File: src/rtl/multdiv_sequencer_if.sv
// Handshake/data bundle between the execute-stage control and the iterative mult/div unit.
interface multdiv_sequencer_if #(
    parameter int unsigned WIDTH = 32
);
    logic             ctrl_MULT;
    logic             ctrl_DIV;
    logic [WIDTH-1:0] data_operandA;
    logic [WIDTH-1:0] data_operandB;
    logic [WIDTH-1:0] data_result;
    logic             data_exception;
    logic             data_resultRDY;
    logic             busy;

    modport master (
        output ctrl_MULT, ctrl_DIV, data_operandA, data_operandB,
        input  data_result, data_exception, data_resultRDY, busy
    );

    modport slave (
        input  ctrl_MULT, ctrl_DIV, data_operandA, data_operandB,
        output data_result, data_exception, data_resultRDY, busy
    );
endinterface

File: src/rtl/multdiv_sequencer.sv
// Iterative signed multiply (radix-2 Booth) / restoring divide, WIDTH iterations per op.
// Define MULTDIV_DIV0_FAST_EN to complete divide-by-zero in a single cycle.
module multdiv_sequencer #(
    parameter int unsigned WIDTH = 32,
    parameter int unsigned CNT_W = 6
) (
    input  logic               clock,
    input  logic               reset_n,
    multdiv_sequencer_if.slave md_io
);

    typedef enum logic [1:0] {StIdle, StRun, StDone} state_e;

    localparam int unsigned      RW       = 2 * WIDTH + 1;
    localparam logic [CNT_W-1:0] LastIter = CNT_W'(WIDTH - 1);
    localparam logic [WIDTH-1:0] MinVal   = {1'b1, {(WIDTH-1){1'b0}}};

    state_e           state_q, state_d;
    logic [CNT_W-1:0] cnt_q, cnt_d;
    logic             is_mult_q, is_mult_d;
    logic [RW-1:0]    acc_q, acc_d;
    logic [WIDTH-1:0] opd_q, opd_d;
    logic             neg_q, neg_d;
    logic             div0_q, div0_d;
    logic             dovf_q, dovf_d;
    logic [WIDTH-1:0] result_q, result_d;
    logic             exc_q, exc_d;

    logic             start;
    logic [WIDTH-1:0] op_a, op_b, mag_a, mag_b;

    assign start = md_io.ctrl_MULT | md_io.ctrl_DIV;
    assign op_a  = md_io.data_operandA;
    assign op_b  = md_io.data_operandB;
    assign mag_a = op_a[WIDTH-1] ? (~op_a + 1'b1) : op_a;
    assign mag_b = op_b[WIDTH-1] ? (~op_b + 1'b1) : op_b;

    // Booth step: acc_q = {hi[WIDTH-1:0], multiplier[WIDTH-1:0], q_-1}. The sum is one bit
    // wider than hi so subtracting the most negative multiplicand cannot wrap.
    logic [WIDTH:0] hi_ext, m_ext, booth_sum;
    logic [RW-1:0]  booth_nxt;

    assign hi_ext = {acc_q[RW-1], acc_q[RW-1 -: WIDTH]};
    assign m_ext  = {opd_q[WIDTH-1], opd_q};

    always_comb begin
        booth_sum = hi_ext;
        case (acc_q[1:0])
            2'b01:   booth_sum = hi_ext + m_ext;
            2'b10:   booth_sum = hi_ext - m_ext;
            default: booth_sum = hi_ext;
        endcase
    end

    assign booth_nxt = {booth_sum, acc_q[WIDTH:1]};

    // Restoring step: acc_q = {remainder[WIDTH:0], quotient/dividend[WIDTH-1:0]}.
    logic [WIDTH:0]   div_shift;
    logic [WIDTH+1:0] div_diff;
    logic [RW-1:0]    div_nxt;

    assign div_shift = {acc_q[RW-2:WIDTH], acc_q[WIDTH-1]};
    assign div_diff  = {1'b0, div_shift} - {2'b00, opd_q};
    assign div_nxt   = div_diff[WIDTH+1] ? {div_shift, acc_q[WIDTH-2:0], 1'b0}
                                         : {div_diff[WIDTH:0], acc_q[WIDTH-2:0], 1'b1};

    logic [RW-1:0]    iter_nxt;
    logic [WIDTH-1:0] prod_lo, prod_hi, quo_fin, div_res;
    logic             mul_exc;

    assign iter_nxt = is_mult_q ? booth_nxt : div_nxt;
    assign prod_lo  = iter_nxt[WIDTH:1];
    assign prod_hi  = iter_nxt[RW-1:WIDTH+1];
    assign mul_exc  = (prod_hi != {WIDTH{prod_lo[WIDTH-1]}});
    assign quo_fin  = iter_nxt[WIDTH-1:0];
    assign div_res  = div0_q ? '0 : (neg_q ? (~quo_fin + 1'b1) : quo_fin);

    always_comb begin
        state_d   = state_q;
        cnt_d     = cnt_q;
        is_mult_d = is_mult_q;
        acc_d     = acc_q;
        opd_d     = opd_q;
        neg_d     = neg_q;
        div0_d    = div0_q;
        dovf_d    = dovf_q;
        result_d  = result_q;
        exc_d     = exc_q;

        case (state_q)
            StIdle, StDone: begin
                state_d = StIdle;
                if (start) begin
                    state_d   = StRun;
                    cnt_d     = '0;
                    is_mult_d = md_io.ctrl_MULT;
                    if (md_io.ctrl_MULT) begin
                        opd_d  = op_a;
                        acc_d  = {{WIDTH{1'b0}}, op_b, 1'b0};
                        neg_d  = 1'b0;
                        div0_d = 1'b0;
                        dovf_d = 1'b0;
                    end else begin
                        opd_d  = mag_b;
                        acc_d  = {{(WIDTH+1){1'b0}}, mag_a};
                        neg_d  = op_a[WIDTH-1] ^ op_b[WIDTH-1];
                        div0_d = (op_b == '0);
                        dovf_d = (op_a == MinVal) && (op_b == '1);
`ifdef MULTDIV_DIV0_FAST_EN
                        if (op_b == '0) begin
                            state_d  = StDone;
                            result_d = '0;
                            exc_d    = 1'b1;
                        end
`endif
                    end
                end
            end
            StRun: begin
                acc_d = iter_nxt;
                cnt_d = cnt_q + 1'b1;
                if (cnt_q == LastIter) begin
                    state_d  = StDone;
                    result_d = is_mult_q ? prod_lo : div_res;
                    exc_d    = is_mult_q ? mul_exc : (div0_q | dovf_q);
                end
            end
            default: state_d = StIdle;
        endcase
    end

    always_ff @(posedge clock or negedge reset_n) begin
        if (!reset_n) begin
            state_q   <= StIdle;
            cnt_q     <= '0;
            is_mult_q <= 1'b0;
            acc_q     <= '0;
            opd_q     <= '0;
            neg_q     <= 1'b0;
            div0_q    <= 1'b0;
            dovf_q    <= 1'b0;
            result_q  <= '0;
            exc_q     <= 1'b0;
        end else begin
            state_q   <= state_d;
            cnt_q     <= cnt_d;
            is_mult_q <= is_mult_d;
            acc_q     <= acc_d;
            opd_q     <= opd_d;
            neg_q     <= neg_d;
            div0_q    <= div0_d;
            dovf_q    <= dovf_d;
            result_q  <= result_d;
            exc_q     <= exc_d;
        end
    end

    assign md_io.data_result    = result_q;
    assign md_io.data_exception = exc_q;
    assign md_io.data_resultRDY = (state_q == StDone);
    assign md_io.busy           = (state_q == StRun) | start;

endmodule

File: src/flat_wrapper.sv
// flat-port wrapper written by rule: the top's interface ports become plain ports
module multdiv_sequencer_flat 
#(
    parameter int unsigned WIDTH = 32,
    parameter int unsigned CNT_W = 6
)
  (clock, reset_n, md_io_ctrl_MULT, md_io_ctrl_DIV, md_io_data_operandA, md_io_data_operandB, md_io_data_result, md_io_data_exception, md_io_data_resultRDY, md_io_busy);
  multdiv_sequencer_if #(.WIDTH(WIDTH)) md_io_i ();
  input  logic clock;
  input  logic reset_n;
  input wire logic [$bits(md_io_i.ctrl_MULT)-1:0] md_io_ctrl_MULT;
  input wire logic [$bits(md_io_i.ctrl_DIV)-1:0] md_io_ctrl_DIV;
  input wire logic [$bits(md_io_i.data_operandA)-1:0] md_io_data_operandA;
  input wire logic [$bits(md_io_i.data_operandB)-1:0] md_io_data_operandB;
  output wire logic [$bits(md_io_i.data_result)-1:0] md_io_data_result;
  output wire logic [$bits(md_io_i.data_exception)-1:0] md_io_data_exception;
  output wire logic [$bits(md_io_i.data_resultRDY)-1:0] md_io_data_resultRDY;
  output wire logic [$bits(md_io_i.busy)-1:0] md_io_busy;
  assign md_io_i.ctrl_MULT = md_io_ctrl_MULT;
  assign md_io_i.ctrl_DIV = md_io_ctrl_DIV;
  assign md_io_i.data_operandA = md_io_data_operandA;
  assign md_io_i.data_operandB = md_io_data_operandB;
  assign md_io_data_result = md_io_i.data_result;
  assign md_io_data_exception = md_io_i.data_exception;
  assign md_io_data_resultRDY = md_io_i.data_resultRDY;
  assign md_io_busy = md_io_i.busy;
  multdiv_sequencer #(.WIDTH(WIDTH), .CNT_W(CNT_W)) u_core (.clock(clock), .reset_n(reset_n), .md_io(md_io_i));
endmodule
File: config.mk
export PLATFORM = sky130hd
export DESIGN_NAME = multdiv_sequencer_flat
export DESIGN_NICKNAME = d
export VERILOG_FILES = /design/src/rtl/multdiv_sequencer_if.sv /design/src/rtl/multdiv_sequencer.sv /design/src/flat_wrapper.sv
export SDC_FILE = /design/constraint.sdc
export NUM_CORES = 1
export LEC_CHECK = 0
export BUFFER_PORTS_ARGS = -buffer_cell sky130_fd_sc_hd__buf_2
export CAP_MARGIN = 15
export CORE_AREA = 2 2 202 204
export CTS_CLUSTER_SIZE = 14
export DETAILED_ROUTE_END_ITERATION = 16
export DIE_AREA = 0 0 204 206
export PLACE_DENSITY = 0.58
export SLEW_MARGIN = 20
export SYNTH_ARGS = -nofsm -noshare
export SYNTH_HDL_FRONTEND = slang
export SYNTH_SLANG_ARGS = --single-unit
File: constraint.sdc
create_clock -name clock -period 6.4 [get_ports clock]
set_input_delay 1.92 -clock clock [delete_from_list [all_inputs] [get_ports clock]]
set_output_delay 1.92 -clock clock [all_outputs]
set_load 0.02 [all_outputs]
==> out/summary.txt, run 1 <==
layout cell share with drive strength beyond 1 -> 10.3%
Worst-path clk slew -> 0.07 ns
sequential area share after synthesis -> 25.0%
final WL -> 51500 um
delay of the slowest critical-path stage -> 0.60 ns
CTS H-tree lvls -> 4
Synth area leader -> dfrtp_1
Crit Path Category -> reg2reg
Skew-Pair Late Insertion Delay -> 0.46 ns
Die Ht -> 206 um
crit-path cells -> nor4_1, and4_1, and3_1, nand4_1, nor3_1, a41oi_1, a21oi_1, xnor2_1, ha_1, a21o_1, a21oi_1, nand2_1, o31ai_2, xnor2_1, or3_1, a31oi_1, or4b_1, o31a_1, o21a_1
Slew @ Worst Pin -> 1.05 ns
Final Cycle Share -> 87.7%
initial antenna violation count -> 16
maxcap violations -> 0
drt via density -> 5.89
HPWL reported at the end of detailed placement -> 39300 um
grt ovf -> 0
Setup TNS -> 0 ns
Startpoint Class -> flip-flop
Fillers -> 4320
placer's final routability congestion estimate -> 0.963
Max clock buf depth -> 2
initial core utilization -> 35.3%
TritonCTS clock tree -> done
final net count -> 2058
DR top layer -> met5
routed len/inst -> 20.9 um
Relative slew margins -> 29.9%
synthesized net count -> 2032
Post-CTS Setup Bufs -> 0
Max Fclk -> 0.178 GHz
Clock Sink Count -> 142
status -> finished, final reports clean
Mapped Area -> 14200 um2
die footprint -> 42000 um2
CTS root buf -> clkbuf_16
# port buffers -> 102
Residual DRC -> 0
Resized Gates After CTS -> 0
metal2 WL -> 23600 um
Met3 Routed Length -> 3530 um
Worst setup EP type -> flip-flop
EDFF count, synth -> 0
synthesized flop and latch total -> 142
global-route usage over all layers -> 24.7%
Synth async-reset ratio -> 100%
row count -> 74
Boundary Pins -> 103
crit path DAT -> 5.97 ns
fin. max-slew vios -> 0
largest net degree at the start of global routing -> 106
met1 wire length -> 23000 um
Slowest cell on crit path -> nor4_1
hold_buf cts -> 0
First-pass DRT Iterations -> 5
final setup fails -> 0
Post-Syn Area per Cell -> 7.51 um2
register area -> 3560 um2
Area Growth Syn to Fin -> 10.6%
1st-iter DRT viols -> 1235
Crit path required time -> 6.75 ns
crit path time final -> 5.61 ns
core area -> 40200 um2
ys flop type -> dfrtp_1
Ys Warns -> 0
RSZ-0062 raised after global routing -> false
via count -> 14549
worst min-delay path class -> reg2reg
Die Width -> 204 um
Synth area leaders -> dfrtp_1 (25%), o21ai_0 (7.6%), nand2_1 (7.5%)
maximum fanout along the worst path -> 11
cts bufs inserted -> 17
area of the multi-input gates -> 9980 um2
Fin. Hold Viols -> 0
final setup skew -> 0.0216 ns
post-route ant nets -> 0
first-pass GRT wire length -> 81000 um
vias in the first global route -> 13781
Synth top area share -> 25.0%
Post-Syn Instances -> 1891
number of distinct library cells after synthesis -> 90
-- worst max-delay path, delay by kind of cell, from the launching register on --
kind	cells	cell delay (ns)
adder cells (fa/ha/maj)	1	0.39
AND/OR/NAND/NOR	8	2.61
XOR/XNOR	2	0.30
AO/OA/AOI/OAI	8	1.80
flip-flops	1	0.41
-- layer usage --
metal  up-vias  track usage, %
met5         -               0
met4        18            8.07
met3        94            5.50
met2       462            39.5
met1      7003            33.0
li1       6972               -
-- final timing paths --
| kind | cells past startpoint | to | slack (ns) | start |
|---|---|---|---|---|
| hold reg to reg | 2 | u_core.md_io.data_result[23]$_DFFE_PN0P_ | 0.47 | u_core.md_io.data_result[23]$_DFFE_PN0P_ |
| setup reg to reg | 19 | u_core.md_io.data_exception$_DFFE_PN0P_ | 0.79 | u_core.opd_q[11]$_DFFE_PN0P_ |
| hold / removal | 2 | u_core.md_io.data_result[23]$_DFFE_PN0P_ | 0.47 | u_core.md_io.data_result[23]$_DFFE_PN0P_ |
| setup / recovery | 19 | u_core.md_io.data_exception$_DFFE_PN0P_ | 0.79 | u_core.opd_q[11]$_DFFE_PN0P_ |
| max in group asynchronous | 2 | u_core.acc_q[40]$_DFFE_PN0P_ | 3.69 | reset_n |
| min in group asynchronous | 1 | u_core.md_io.data_result[23]$_DFFE_PN0P_ | 1.56 | reset_n |
-- registers in the layout (all words and copies together), names as in the netlist --
| signal | flops |
|---|---|
| u_core.acc_q | 65 |
| u_core.cnt_q | 6 |
| u_core.div0_q | 1 |
| u_core.dovf_q | 1 |
| u_core.is_mult_q | 1 |
| u_core.md_io.data_exception | 1 |
| u_core.md_io.data_result | 32 |
| u_core.neg_q | 1 |
| u_core.opd_q | 32 |
| u_core.state_q | 2 |
-- per-stage QoR --
step / area, um2 / setup slack [ns] / hold WS, ns / cells / utilization (%)
floorplan: 14200 / 1.60 / 0.450 / 1891 / -
finish: 15700 / 0.788 / 0.473 / 2469 / 39.1
global route: 15700 / 0.407 / 0.494 / 2464 / 39.1
detailed placement: 15100 / 0.915 / 0.464 / 2430 / 37.6
CTS: 15700 / 0.906 / 0.478 / 2461 / 39.0
global placement: 15100 / 1.03 / 0.464 / 2429 / 37.5
-- synthesized netlist by cell type (7+ instances only) --
library cell / number
nand3_1: 57
o21ai_1: 10
a31oi_1: 19
o31a_1: 7
dfrtp_1: 142
mux2_2: 11
o221ai_1: 15
or3_1: 24
and3_1: 8
a211oi_1: 11
inv_1: 64
o21ai_0: 215
a22oi_1: 40
nor2b_1: 14
a21oi_1: 129
nor3_1: 37
nor2_1: 116
buf_2: 10
o41ai_1: 8
nor4_1: 15
nand2b_1: 19
mux2i_1: 30
a21o_1: 27
clkbuf_1: 86
or4_1: 12
xor2_1: 84
ha_1: 71
xnor2_1: 79
o31ai_1: 35
buf_1: 14
and4_1: 7
nand4_1: 28
o21a_1: 13
o211ai_1: 22
and2_1: 10
o311ai_0: 8
nand2_1: 282
a21boi_0: 7
-- layout make-up --
cell class	instances	area share [%]
Clock inverter	14	1.12
Inverter	65	1.55
Antenna cell	8	0.127
Sequential cell	142	22.6
Clock buffer	17	2.71
Timing Repair Buffer	119	4.12
Tap cell	532	4.24
Multi-Input combinational cell	1572	63.5
-- cell usage in the layout, fill, tap and decap left out, types with 8 or more instances in the layout --
master     count
diode_2        8
a211oi_1      11
a21oi_1      129
buf_4         17
xor2_1        84
o221ai_1      15
o21a_1        13
nand2_1      281
nand3_1       57
mux2i_1       30
o21ai_0      215
xnor2_1       79
o41ai_1        8
mux2_2        11
clkbuf_16     17
a31oi_1       19
and2_1        10
buf_2        101
or4_1         12
o311ai_0       8
nor4_1        15
nor2b_1       13
a21o_1        27
and3_1         8
nand2b_1      18
dfrtp_1      141
or3_1         24
inv_1         64
o211ai_1      22
o31ai_1       35
o21ai_1       10
nor3_1        37
ha_1          71
nand4_1       28
nor2_1       114
a22oi_1       40
-- logic make-up after synthesis --
family / count (synthesis) / synth area share [%]
buffers and inverters: 177 / 4.87
XOR/XNOR: 163 / 10.1
AND/OR/NAND/NOR: 653 / 21.5
multiplexers: 41 / 2.99
adder cells (fa/ha/maj): 73 / 6.54
flip-flops: 142 / 25.0
AO/OA/AOI/OAI: 642 / 29.0
Power of run 1 is not shown: default switching activity piles up to over one toggle a cycle in this logic, so the estimate is an artifact.
==> inputs of run 2 (changes only) <==
--- a/config.mk
+++ b/config.mk
@@ -7,11 +7,11 @@
 export LEC_CHECK = 0
 export BUFFER_PORTS_ARGS = -buffer_cell sky130_fd_sc_hd__buf_2
 export CAP_MARGIN = 15
-export CORE_AREA = 2 2 202 204
+export CORE_AREA = 2 2 166 249
 export CTS_CLUSTER_SIZE = 14
 export DETAILED_ROUTE_END_ITERATION = 16
-export DIE_AREA = 0 0 204 206
-export PLACE_DENSITY = 0.58
+export DIE_AREA = 0 0 168 251
+export PLACE_DENSITY = 0.6
 export SLEW_MARGIN = 20
 export SYNTH_ARGS = -nofsm -noshare
 export SYNTH_HDL_FRONTEND = slang
==> constraint.sdc (replaced) <==
create_clock -name clock -period 4.9 [get_ports clock]
set_input_delay 1.47 -clock clock [delete_from_list [all_inputs] [get_ports clock]]
set_output_delay 1.47 -clock clock [all_outputs]
set_load 0.02 [all_outputs]
==> out/summary.txt, run 2 (same netlist as run 1, synthesis figures left out) <==
status -> finished, final reports clean (unchanged)
Skew-Pair Late Insertion Delay -> 0.45 ns (was 0.46 ns)
first-pass GRT wire length -> 84800 um (was 81000 um)
crit path DAT -> 5.22 ns (was 5.97 ns)
Worst Path Buf+Inv -> 5 (was 0)
Residual DRC -> 0 (unchanged)
max FFs per register -> 65 (unchanged)
most frequent cell on the critical path -> buf_4
Slowest cell on crit path -> or4_1 (was nor4_1)
initial core utilization -> 35.5% (was 35.3%)
CP top delay family -> simple AND/OR/NAND/NOR gates (unchanged)
maxcap violations -> 0 (unchanged)
Worst setup EP type -> flip-flop (unchanged)
grt ovf -> 0 (unchanged)
most frequent cells in the layout -> nand2_1 (279), buf_4 (213), o21ai_0 (205) (was nand2_1 (281), o21ai_0 (215), dfrtp_1 (141))
pre-CTS setup slack -> -0.204 ns (was 0.915 ns)
layout cell share with drive strength beyond 1 -> 20.9% (was 10.3%)
via count -> 15420 (was 14549)
drt via density -> 5.85 (was 5.89)
RSZ-0062 raised after global routing -> true (was false)
Crit Path Category -> reg2reg (unchanged)
Startpoint Class -> flip-flop (unchanged)
Largest Register -> u_core.acc_q (unchanged)
Relative slew margins -> 26.9% (was 29.9%)
# port buffers -> 102 (unchanged)
TritonCTS clock tree -> done (unchanged)
routed len/inst -> 20.6 um (was 20.9 um)
worst min-delay path class -> reg2reg (unchanged)
HPWL reported at the end of detailed placement -> 42000 um (was 39300 um)
fin. max-slew vios -> 0 (unchanged)
final setup fails -> 0 (unchanged)
placer's final routability congestion estimate -> 0.931 (was 0.963)
Post-DP Area -> 16500 um2 (was 15100 um2)
CTS H-tree lvls -> 4 (unchanged)
crit-path cells -> or3_4, nor3_2, buf_4, and3_4, a41oi_1, xnor2_1, ha_1, a21oi_2, o21ai_1, or3_4, o211ai_1, nand2_1, xnor2_1, o211ai_1, o31ai_1, buf_4, buf_4, buf_4, buf_4, o2111ai_1, or4_1, o31a_1, o21a_1 (was nor4_1, and4_1, and3_1, nand4_1, nor3_1, a41oi_1, a21oi_1, xnor2_1, ha_1, a21o_1, a21oi_1, nand2_1, o31ai_2, xnor2_1, or3_1, a31oi_1, or4b_1, o31a_1, o21a_1)
Area Growth Syn to Fin -> 23.0% (was 10.6%)
final net count -> 2256 (was 2058)
largest net degree at the start of global routing -> 90 (was 106)
crit path time final -> 4.88 ns (was 5.61 ns)
core area -> 40000 um2 (was 40200 um2)
post-route ant nets -> 0 (unchanged)
vias in the first global route -> 15349 (was 13781)
Crit path required time -> 5.24 ns (was 6.75 ns)
global-route usage over all layers -> 25.5% (was 24.7%)
delay of the slowest critical-path stage -> 0.51 ns (was 0.60 ns)
leading cell type in the layout, fill and taps excluded -> nand2_1 (unchanged)
die footprint -> 42200 um2 (was 42000 um2)
Die Width -> 168 um (was 204 um)
CTS root buf -> clkbuf_16 (unchanged)
R2R setup slack -> 0.02 ns (was 0.79 ns)
1st-iter DRT viols -> 1132 (was 1235)
final worst slack -> 0.0190 ns (was 0.788 ns)
Post-Layout Cell Count -> 2634 (was 2469)
Fin. Hold Viols -> 0 (unchanged)
Clock Sink Count -> 142 (unchanged)
Max Fclk -> 0.205 GHz (was 0.178 GHz)
Worst-path clk slew -> 0.06 ns (was 0.07 ns)
Final Cycle Share -> 99.6% (was 87.7%)
Slew @ Worst Pin -> 1.10 ns (was 1.05 ns)
hold_buf cts -> 0 (unchanged)
final WL -> 54400 um (was 51500 um)
initial antenna violation count -> 0 (was 16)
dpl cells -> 2589 (was 2430)
Design Area, Final -> 17500 um2 (was 15700 um2)
Max clock buf depth -> 2 (unchanged)
Boundary Pins -> 103 (unchanged)
Die Ht -> 251 um (was 206 um)
cts bufs inserted -> 17 (unchanged)
row count -> 90 (was 74)
maximum fanout along the worst path -> 5 (was 11)
final setup skew -> 0.0116 ns (was 0.0216 ns)
Setup TNS -> 0 ns (unchanged)
n_diodes -> 0 (was 8)
First-pass DRT Iterations -> 5 (unchanged)
[run 2: cell types whose count changed in the layout (fill, tap and decap cells not counted), moves of 5 or more]
cell     delta
a21oi_2     +7
buf_4     +196
o21ai_0    -10
ha_1        -5
a21oi_1     -9
diode_2     -8
o21ai_1     +8
[run 2: worst reg2reg max path, cell delays in order, from the launching register on]
cell and delay, ns:
dfrtp_1 0.38, or3_4 0.40, nor3_2 0.11, buf_4 0.15, and3_4 0.23, a41oi_1 0.15, xnor2_1 0.16, ha_1 0.33
a21oi_2 0.17, o21ai_1 0.11, or3_4 0.42, o211ai_1 0.30, nand2_1 0.11, xnor2_1 0.17, o211ai_1 0.10, o31ai_1 0.13
buf_4 0.16, buf_4 0.09, buf_4 0.09, buf_4 0.11, o2111ai_1 0.09, or4_1 0.51, o31a_1 0.13, o21a_1 0.19
[run 2: metal layers]
layer  vias to the layer above  part of all wire [%]  track usage, %
met5                         -                     0               0
met4                         0                   6.0            15.0
met3                       141                   4.4            2.66
met2                       530                    52            47.3
met1                      7402                    38            28.0
li1                       7347                     -               -
[run 2: worst paths after layout]
kind / startpoint / endpoint / cells after the start
hold / removal: u_core.md_io.data_result[27]$_DFFE_PN0P_ / u_core.md_io.data_result[27]$_DFFE_PN0P_ / 2
max in group asynchronous: reset_n / u_core.acc_q[56]$_DFFE_PN0P_ / 2
setup / recovery: u_core.opd_q[4]$_DFFE_PN0P_ / u_core.md_io.data_exception$_DFFE_PN0P_ / 23
setup reg to reg: u_core.opd_q[4]$_DFFE_PN0P_ / u_core.md_io.data_exception$_DFFE_PN0P_ / 23
min in group asynchronous: reset_n / u_core.acc_q[64]$_DFFE_PN0P_ / 1
hold reg to reg: u_core.md_io.data_result[27]$_DFFE_PN0P_ / u_core.md_io.data_result[27]$_DFFE_PN0P_ / 2
[run 2: timing repair]
action	4_1_cts	5_1_grt
buffers inserted	9	5
setup endpoints to repair	1	5
gates resized for setup	23	48
pin swaps	21	41
[run 2: final cells by class]
type / instances / area [um2]
inverters: 65 / 244
well taps: 506 / 633
clock inverters: 9 / 134
multi-input cells: 1572 / 10300
flip-flops and latches: 142 / 3560
repair buffers: 317 / 2160
clock buffers: 23 / 478
fillers: 4018 / 22500
[run 2: through the flow]
stage	hold WS, ns	util (%)
6_report	0.479	43.7
5_1_grt	0.511	43.7
4_1_cts	0.483	43.1
3_5_place_dp	0.469	41.2
3_3_place_gp	0.463	41.2
2_1_floorplan	0.450	-
Power of run 2 is left out for the same reason.
==> inputs of run 3 (changes only) <==
--- a/config.mk
+++ b/config.mk
@@ -11,6 +11,7 @@
 export CTS_CLUSTER_SIZE = 14
 export DETAILED_ROUTE_END_ITERATION = 16
 export DIE_AREA = 0 0 168 251
+export MAX_ROUTING_LAYER = met4
 export PLACE_DENSITY = 0.6
 export SLEW_MARGIN = 20
 export SYNTH_ARGS = -nofsm -noshare
==> out/summary.txt, run 3 (same netlist as run 1, synthesis figures left out) <==
Crit path required time -> 5.24 ns (about the same)
final setup fails -> 1 (was 0)
initial antenna violation count -> 0 (unchanged)
area of the multi-input gates -> 10100 um2 (was 10300 um2)
die footprint -> 42200 um2 (unchanged)
Worst-path clk slew -> 0.06 ns (about the same)
Residual DRC -> 0 (unchanged)
final WL -> 54500 um (was 54400 um)
leading cell type in the layout, fill and taps excluded -> nand2_1 (unchanged)
Die Width -> 168 um (unchanged)
status -> finished, violations left (was finished, final reports clean)
final setup skew -> 0.00878 ns (was 0.0116 ns)
Clock Sink Count -> 142 (unchanged)
Max clock buf depth -> 2 (unchanged)
Hold Crit Depth -> 2 (unchanged)
CTS H-tree lvls -> 4 (unchanged)
Worst setup EP type -> flip-flop (unchanged)
1st-iter DRT viols -> 1040 (was 1132)
TritonCTS clock tree -> done (unchanged)
post-route ant nets -> 0 (unchanged)
# port buffers -> 102 (unchanged)
Largest Register -> u_core.acc_q (unchanged)
Fin. Hold Viols -> 0 (unchanged)
fin. max-slew vios -> 0 (unchanged)
cts bufs inserted -> 17 (unchanged)
routed len/inst -> 20.7 um (was 20.6 um)
worst min-delay path class -> reg2reg (unchanged)
pre-CTS setup slack -> -0.165 ns (was -0.204 ns)
final net count -> 2255 (was 2256)
min-delay src -> u_core.md_io.data_result[0]$_DFFE_PN0P_ (was u_core.md_io.data_result[27]$_DFFE_PN0P_)
crit path DAT -> 5.26 ns (was 5.22 ns)
failing checks -> setup timing
worst r2r src -> u_core.opd_q[0]$_DFFE_PN0P_ (was u_core.opd_q[4]$_DFFE_PN0P_)
largest net degree at the start of global routing -> 90 (unchanged)
max FFs per register -> 65 (unchanged)
HPWL reported at the end of detailed placement -> 42300 um (was 42000 um)
CTS root buf -> clkbuf_16 (unchanged)
Area Growth Syn to Fin -> 21.5% (was 23.0%)
row count -> 90 (unchanged)
Hold Path End -> u_core.md_io.data_result[0]$_DFFE_PN0P_ (was u_core.md_io.data_result[27]$_DFFE_PN0P_)
placer's final routability congestion estimate -> 0.956 (was 0.931)
RSZ-0062 raised after global routing -> true (unchanged)
Relative slew margins -> 21.6% (was 26.9%)
register area -> 3560 um2 (unchanged)
Startpoint Class -> flip-flop (unchanged)
first-pass GRT wire length -> 85400 um (was 84800 um)
global-route usage over all layers -> 26.5% (was 25.5%)
R2R setup slack -> -0.01 ns (was 0.02 ns)
RR Endpoint -> u_core.md_io.data_exception$_DFFE_PN0P_ (unchanged)
Boundary Pins -> 103 (unchanged)
hold_buf cts -> 0 (unchanged)
grt ovf -> 0 (unchanged)
Crit Path Category -> reg2reg (unchanged)
maxcap violations -> 0 (unchanged)
n_diodes -> 0 (unchanged)
initial core utilization -> 35.5% (unchanged)
layout cell share with drive strength beyond 1 -> 19.8% (was 20.9%)
most frequent cells in the layout -> nand2_1 (281), buf_4 (213), o21ai_0 (209) (was nand2_1 (279), buf_4 (213), o21ai_0 (205))
drt via density -> 5.82 (was 5.85)
Skew-Pair Late Insertion Delay -> 0.45 ns (about the same)
core area -> 40000 um2 (unchanged)
Final Cycle Share -> 100% (was 99.6%)
Max Fclk -> 0.204 GHz (was 0.205 GHz)
reg2reg path depth -> 17 (was 23)
Core Util, Final -> 43.2% (was 43.7%)
maximum fanout along the worst path -> 6 (was 5)
vias in the first global route -> 15373 (was 15349)
via count -> 15325 (was 15420)
Slew @ Worst Pin -> 1.18 ns (was 1.10 ns)
Fillers -> 4031 (was 4018)
final worst slack -> -0.0135 ns (was 0.0190 ns)
crit path time final -> 4.91 ns (was 4.88 ns)
Die Ht -> 251 um (unchanged)
First-pass DRT Iterations -> 6 (was 5)
run 3: cell count changes in the layout (fill, tap and decap cells not counted), sizes merged:
cell      previous run  this run
clkbuf              23        18
clkinv               6         7
buf                317       316
clkinvlp             1         3
run 3: how the worst max path moves through the flow:
stage | from | endpoint | slack [ns] | depth (start not counted)
after floorplan | u_core.opd_q[4]$_DFFE_PN0P_ | u_core.md_io.data_exception$_DFFE_PN0P_ | 0.10 | 21
after global placement | u_core.opd_q[4]$_DFFE_PN0P_ | u_core.md_io.data_exception$_DFFE_PN0P_ | -0.11 | 20
after detailed placement | u_core.opd_q[4]$_DFFE_PN0P_ | u_core.md_io.data_exception$_DFFE_PN0P_ | -0.16 | 20
after CTS | u_core.opd_q[4]$_DFFE_PN0P_ | u_core.md_io.data_exception$_DFFE_PN0P_ | 0.01 | 20
after global routing | u_core.opd_q[4]$_DFFE_PN0P_ | u_core.md_io.data_exception$_DFFE_PN0P_ | -0.23 | 21
final | u_core.opd_q[0]$_DFFE_PN0P_ | u_core.md_io.data_exception$_DFFE_PN0P_ | -0.01 | 17
run 3: timing repair:
action,in CTS,in global routing
hold endpoints to repair,0,0
gates resized for setup,14,21
pin swaps,8,5
cloned,0,0
endpoints found under the setup margin,1,5
buffers inserted,4,3
run 3: metal layers:
metal,global-route usage (%),part of all wire [%],vias up
met5,-,0,-
met4,14.4,5.3,0
met3,2.41,3.6,132
met2,47.1,52,499
met1,29.0,39,7352
li1,-,-,7342
run 3: critical path: stages (launching register included):
cell	delay (ns)
dfrtp_1	0.53
ha_1	0.25
inv_1	0.06
fa_1	0.43
a211oi_1	0.23
o21ai_1	0.19
o311a_1	0.39
o2111a_1	0.32
o311ai_1	0.54
a21oi_1	0.19
o21a_1	0.22
nor3_1	0.27
a31oi_1	0.09
buf_4	0.18
buf_4	0.13
or4_1	0.48
o31a_1	0.13
o21a_1	0.18
run 3: final cells by class:
type,instances,area share (%)
clock buffers,18,2.54
clock inverters,12,0.848
inverters,65,1.41
multi-input cells,1572,58.5
flip-flops and latches,142,20.6
well taps,506,3.67
repair buffers,316,12.5
run 3: through the flow:
step                      TNS [ns]  hold slack [ns]  std cells  instance area [um2]
after floorplan                  0            0.450       1891                14200
after global placement      -0.112            0.463       2594                16500
after detailed placement    -0.186            0.469       2594                16500
after CTS                        0            0.484       2628                17200
after global routing        -0.231            0.512       2631                17300
final                      -0.0135            0.479       2631                17300
Power of run 3 is left out for the same reason.
